===== src/rtl/instr_stream_encoder.sv =====
// Packs symbolic MIPS instructions into 32-bit words and streams them into
// consecutive instruction-memory words from BASE_ADDR, one per handshake.
module instr_stream_encoder #(
  parameter int unsigned DEPTH     = 1024,
  parameter logic [31:0] BASE_ADDR = 32'h0000_3000,
  parameter int unsigned CW        = 11
) (
  input  logic          clk_i,
  input  logic          rst_ni,
  input  logic          start_i,
  input  logic          finish_i,
  input  logic          in_valid_i,
  output logic          in_ready_o,
  input  logic [3:0]    kind_i,
  input  logic [4:0]    rs_i,
  input  logic [4:0]    rt_i,
  input  logic [4:0]    rd_i,
  input  logic [15:0]   imm_i,
  input  logic [25:0]   target_i,
  output logic          im_we_o,
  output logic [31:0]   im_addr_o,
  output logic [31:0]   im_wdata_o,
  output logic [CW-1:0] count_o,
  output logic          full_o,
  output logic          err_o
);

  localparam logic [CW-1:0] DepthCw = CW'(DEPTH);

  typedef enum logic [1:0] {StIdle, StLoad, StFull} state_e;

  state_e        state_q, state_d;
  logic [CW-1:0] count_q, count_d;
  logic [31:0]   ptr_q, ptr_d;
  logic          err_q, err_d;
  logic          we_q, we_d;
  logic [31:0]   addr_q, addr_d;
  logic [31:0]   wdata_q, wdata_d;

  logic [31:0]   enc_word;
  logic          enc_legal;
  logic          xfer;

  always_comb begin
    enc_word  = 32'h0;
    enc_legal = 1'b1;
    case (kind_i)
      4'd0:    enc_word = 32'h0;
      4'd1:    enc_word = {6'b000000, rs_i, rt_i, rd_i, 5'b00000, 6'b100001};
      4'd2:    enc_word = {6'b000000, rs_i, rt_i, rd_i, 5'b00000, 6'b100011};
      4'd3:    enc_word = {6'b000000, rs_i, 15'b0, 6'b001000};
      4'd4:    enc_word = {6'b001101, rs_i, rt_i, imm_i};
      4'd5:    enc_word = {6'b100011, rs_i, rt_i, imm_i};
      4'd6:    enc_word = {6'b101011, rs_i, rt_i, imm_i};
      4'd7:    enc_word = {6'b000100, rs_i, rt_i, imm_i};
      4'd8:    enc_word = {6'b001111, 5'b00000, rt_i, imm_i};
      4'd9:    enc_word = {6'b000011, target_i};
      default: enc_legal = 1'b0;
    endcase
  end

  assign full_o     = (count_q == DepthCw);
  assign in_ready_o = (state_q == StLoad) && !full_o;
  assign xfer       = in_valid_i && in_ready_o;

  always_comb begin
    state_d = state_q;
    count_d = count_q;
    ptr_d   = ptr_q;
    err_d   = err_q;
    we_d    = 1'b0;
    addr_d  = addr_q;
    wdata_d = wdata_q;
    // start wins over a same-cycle transfer or finish; the transfer is dropped
    if (start_i) begin
      state_d = StLoad;
      count_d = '0;
      err_d   = 1'b0;
      ptr_d   = BASE_ADDR;
    end else begin
      if (xfer) begin
        if (enc_legal) begin
          we_d    = 1'b1;
          addr_d  = ptr_q;
          wdata_d = enc_word;
          ptr_d   = ptr_q + 32'd4;
          count_d = count_q + CW'(1);
          if (count_q == DepthCw - CW'(1)) begin
            state_d = StFull;
          end
        end else begin
          err_d = 1'b1;
        end
      end
      if (finish_i) begin
        state_d = StIdle;
      end
    end
  end

  always_ff @(posedge clk_i or negedge rst_ni) begin
    if (!rst_ni) begin
      state_q <= StIdle;
      count_q <= '0;
      ptr_q   <= BASE_ADDR;
      err_q   <= 1'b0;
      we_q    <= 1'b0;
      addr_q  <= 32'h0;
      wdata_q <= 32'h0;
    end else begin
      state_q <= state_d;
      count_q <= count_d;
      ptr_q   <= ptr_d;
      err_q   <= err_d;
      we_q    <= we_d;
      addr_q  <= addr_d;
      wdata_q <= wdata_d;
    end
  end

  assign im_we_o    = we_q;
  assign im_addr_o  = addr_q;
  assign im_wdata_o = wdata_q;
  assign count_o    = count_q;
  assign err_o      = err_q;

endmodule


===== config.mk =====
export PLATFORM = sky130hd
export DESIGN_NAME = instr_stream_encoder
export DESIGN_NICKNAME = d
export VERILOG_FILES = /design/src/rtl/instr_stream_encoder.sv
export SDC_FILE = /design/constraint.sdc
export NUM_CORES = 1
export LEC_CHECK = 0
export ABC_AREA = 1
export BUFFER_PORTS_ARGS = -buffer_cell sky130_fd_sc_hd__buf_2
export CAP_MARGIN = 20
export CORE_UTILIZATION = 48
export DETAILED_ROUTE_END_ITERATION = 16
export GPL_ROUTABILITY_DRIVEN = 0
export PLACE_DENSITY_LB_ADDON = 0.3
export SLEW_MARGIN = 20
export SYNTH_ARGS = -nofsm -noshare
export SYNTH_HDL_FRONTEND = slang
export SYNTH_SLANG_ARGS = --single-unit

===== constraint.sdc =====
create_clock -name clk_i -period 1.64 [get_ports clk_i]
set_input_delay 0.082 -clock clk_i [delete_from_list [all_inputs] [get_ports clk_i]]
set_output_delay 0.082 -clock clk_i [all_outputs]
set_load 0.05 [all_outputs]

==> key figures <==
Place
  • Detailed placer's ending HPWL: 11000 um
  • Dpl ws: -0.0450 ns
  • Port Buf Inserts: 141

Hold path
  • Worst min path class: primary input to register

Critical path
  • CP max FO: 4
  • CP startpoint kind: register
  • WP data arrival: 1.96 ns
  • Crit. End Element: register
  • Crit. Startpoint: count_o[0]$_DFFE_PN0P_
  • Crit path to: count_o[9]$_DFFE_PN0P_
  • Required @ worst endpoint: 1.90 ns
  • Reg2Reg Setup Slack: -0.06 ns
  • R2R Path Start: count_o[0]$_DFFE_PN0P_
  • FF-to-FF End: count_o[9]$_DFFE_PN0P_
  • Reg2Reg Depth: 11
  • Worst setup path category: register to register

Cells and area
  • Number of fill cells: 961
  • Fin nets: 1016
  • Most frequent cells in the layout: nand2_1 (275), buf_2 (138), dfrtp_1 (93)
  • Diode count: 0
  • Register area: 0.00267 mm^2
  • Layout area overhead: 37.8%
  • Most common cell after layout, fill and taps aside: nand2_1
  • Multi-input gate area: 0.00284 mm^2
  • Ratio of cells with drive above 1 in the final layout: 34.2%

Drt
  • Via count: 5753
  • DRT iter0 DRCs: 450
  • Drt via density: 5.25
  • WL/cell: 15.2 um
  • Post-route antenna net violation count: 0
  • Drt pass-1 iters: 5
  • Overall routed net length: 16600 um
  • Remaining DRCs: 0

Synthesis
  • Syn. warnings: 0
  • Mapped cell area: 0.00560 mm^2
  • Post-synth top area share: 46.5%
  • Synth top area cells: dfrtp_1 (47%), nand2_1 (21%), o21ai_0 (4.5%), nor2_1 (4.4%), nand3_1 (4.4%)
  • Synth Area per Inst: 7.45 um^2
  • Combinational family with the most area after synthesis: simple AND/OR/NAND/NOR gates
  • Unique cell type count in the Yosys netlist: 36
  • Mapped Cells: 751
  • Yosys reg bits: 106
  • Post-synthesis simple-gate area fraction: 33.2%
  • Cell taking the most area after synthesis: dfrtp_1
  • Synth Area in XOR/XNOR: 2.66%
  • Compound-gate portion of the synthesized area: 8.90%
  • Synth Area in Adders: 0.671%
  • Post-synthesis sequential area ratio: 47.4%
  • Post-synthesis mux area share: 0%

STA
  • Setup ws final: -0.0559 ns
  • Measured slew at the worst slew-check pin: 0.532 ns
  • Period utilization: 103%
  • # setup viols final: 1
  • Endpoints failing hold: 0
  • Setup Skew: 0.0104 ns
  • Max-slew violations: 0
  • Final Hold Slack: 0.0314 ns
  • Fmax: 590 MHz
  • Fin crit period: 1.70 ns
  • RSZ-0062 raised after global routing: yes
  • Slew Limit Headroom: 64.6%

Floorplan
  • Core area: 0.0114 mm^2
  • Full die area: 0.0121 mm^2
  • Initial Util: 49.2%
  • Horiz. Die Dim: 110 um
  • I/O Pins: 145
  • Rows: 39
  • DIE HEIGHT: 110 um

Global routing
  • Vias in the first global route: 5009
  • Remaining Overflow, GRT: 0
  • Initial antenna violation count: 0
  • Largest net degree at the start of global routing: 42
  • Overall Global Routing Usage: 25.4%
  • First-pass GRT wire length: 23500 um

Clock network
  • Root Driver: clkbuf_16
  • TritonCTS Sinks: 106
  • H-Tree Level Count: 3
  • Worst skew pair latency: 0.35 ns
  • Longest Clk Path Bufs: 2
  • Clk slew on worst S/H paths: 0.07 ns
  • CTS tree: done
  • CTS Buf Count: 9

Power and ir drop
  • Max IR drop VDD: 513 uV
  • Pwr/cell area: 834 mW/mm^2
  • P_leak: 3.96 nW

Run
  • Max-cap viol count: 0

Status
  • Failing checks: setup timing
  • Status: finished, violations left
flip-flops by register name (all words and copies together) (netlist names):
| name | flops |
|---|---|
| count_o | 11 |
| err_o | 1 |
| im_addr_o | 30 |
| im_wdata_o | 31 |
| im_we_o | 1 |
| ptr_q | 30 |
| state_q | 2 |
kinds of logic (layout without fill, tap and decap cells):
family,after synthesis,after routing
AND/OR/NAND/NOR,452,453
flip-flops,106,106
AO/OA/AOI/OAI,90,90
buffers and inverters,82,280
XOR/XNOR,17,17
adder cells (fa/ha/maj),3,3
other,1,3
worst max-delay path, stage by stage (launching register included):
cell and delay, ns:
dfrtp_2 0.38, inv_2 0.05, ha_4 0.15, nand2_2 0.05, nor3_2 0.04, nand2_2 0.11
nand3_4 0.12, nor2_4 0.16, buf_4 0.16, buf_4 0.13, nand2_1 0.06, o21ai_1 0.17
power breakdown:
group,switching (mW),internal [mW]
Clock,1.00,1.08
Combinational,1.04,0.436
Sequential,0.0925,2.78
metrics by stage:
stage,instances,power (mW),setup TNS (ns),utilization [%],area [um^2]
floorplan,753,3.80,-3.21,-,5640
global route,1095,6.66,-5.48,67.9,7710
finish,1095,6.43,-0.0559,67.9,7710
global placement,1056,4.22,0,59.5,6760
CTS,1074,6.30,0,62.5,7100
detailed placement,1056,4.24,-0.303,59.5,6760
what timing repair did:
action	4_1_cts	5_1_grt
pin swaps	4	12
hold endpoints to repair	105	0
cloned	0	13
setup buffers	0	9
endpoints found under the setup margin	41	85
resized for setup	10	100
hold buffers	2	0
cell usage after synthesis (all sizes together):
| library cell | instances |
|---|---|
| nand2 | 314 |
| dfrtp | 104 |
| o21ai | 72 |
| nor2 | 68 |
| inv | 52 |
| nand3 | 50 |
| buf | 25 |
| xor2 | 13 |
| nand4 | 10 |
| a22oi | 7 |
| a21boi | 5 |
| clkbuf | 5 |
| nor3 | 5 |
| xnor2 | 4 |
| ha | 3 |
| or2 | 3 |
| a21oi | 2 |
| dfstp | 2 |
| nand3b | 2 |
| o21bai | 2 |
| a21o | 1 |
| conb | 1 |
| o21a | 1 |
how the worst min path moves through the flow:
stage	start	endpoint	slack, ns	cells after the start
final	imm_i[8]	im_wdata_o[8]$_DFFE_PN0P_	0.03	3
after global routing	imm_i[7]	im_wdata_o[7]$_DFFE_PN0P_	0.03	3
after CTS	imm_i[4]	im_wdata_o[4]$_DFFE_PN0P_	0.02	3
after detailed placement	rst_ni	im_wdata_o[16]$_DFFE_PN0P_	0.15	2
after global placement	rst_ni	im_wdata_o[16]$_DFFE_PN0P_	0.16	2
after floorplan	rst_ni	count_o[0]$_DFFE_PN0P_	-0.21	0
layer usage:
metal	vias to the layer above	GRT usage, %	wire (um)
met1	2675	33.8	7410
li1	2776	-	-
met3	40	5.00	1250
met4	0	8.19	368
met2	262	41.7	7620
met5	-	0	0
area by class of cell:
cell class                 count  area share [%]
sequential                   106            34.6
inverter                      52            2.53
clock inverter                 5           0.503
multi-input combinational    566            36.7
tap                          143            2.32
timing repair buffer         212            20.2
clock buffer                  11            3.15
(Power assumes the default switching activity.)
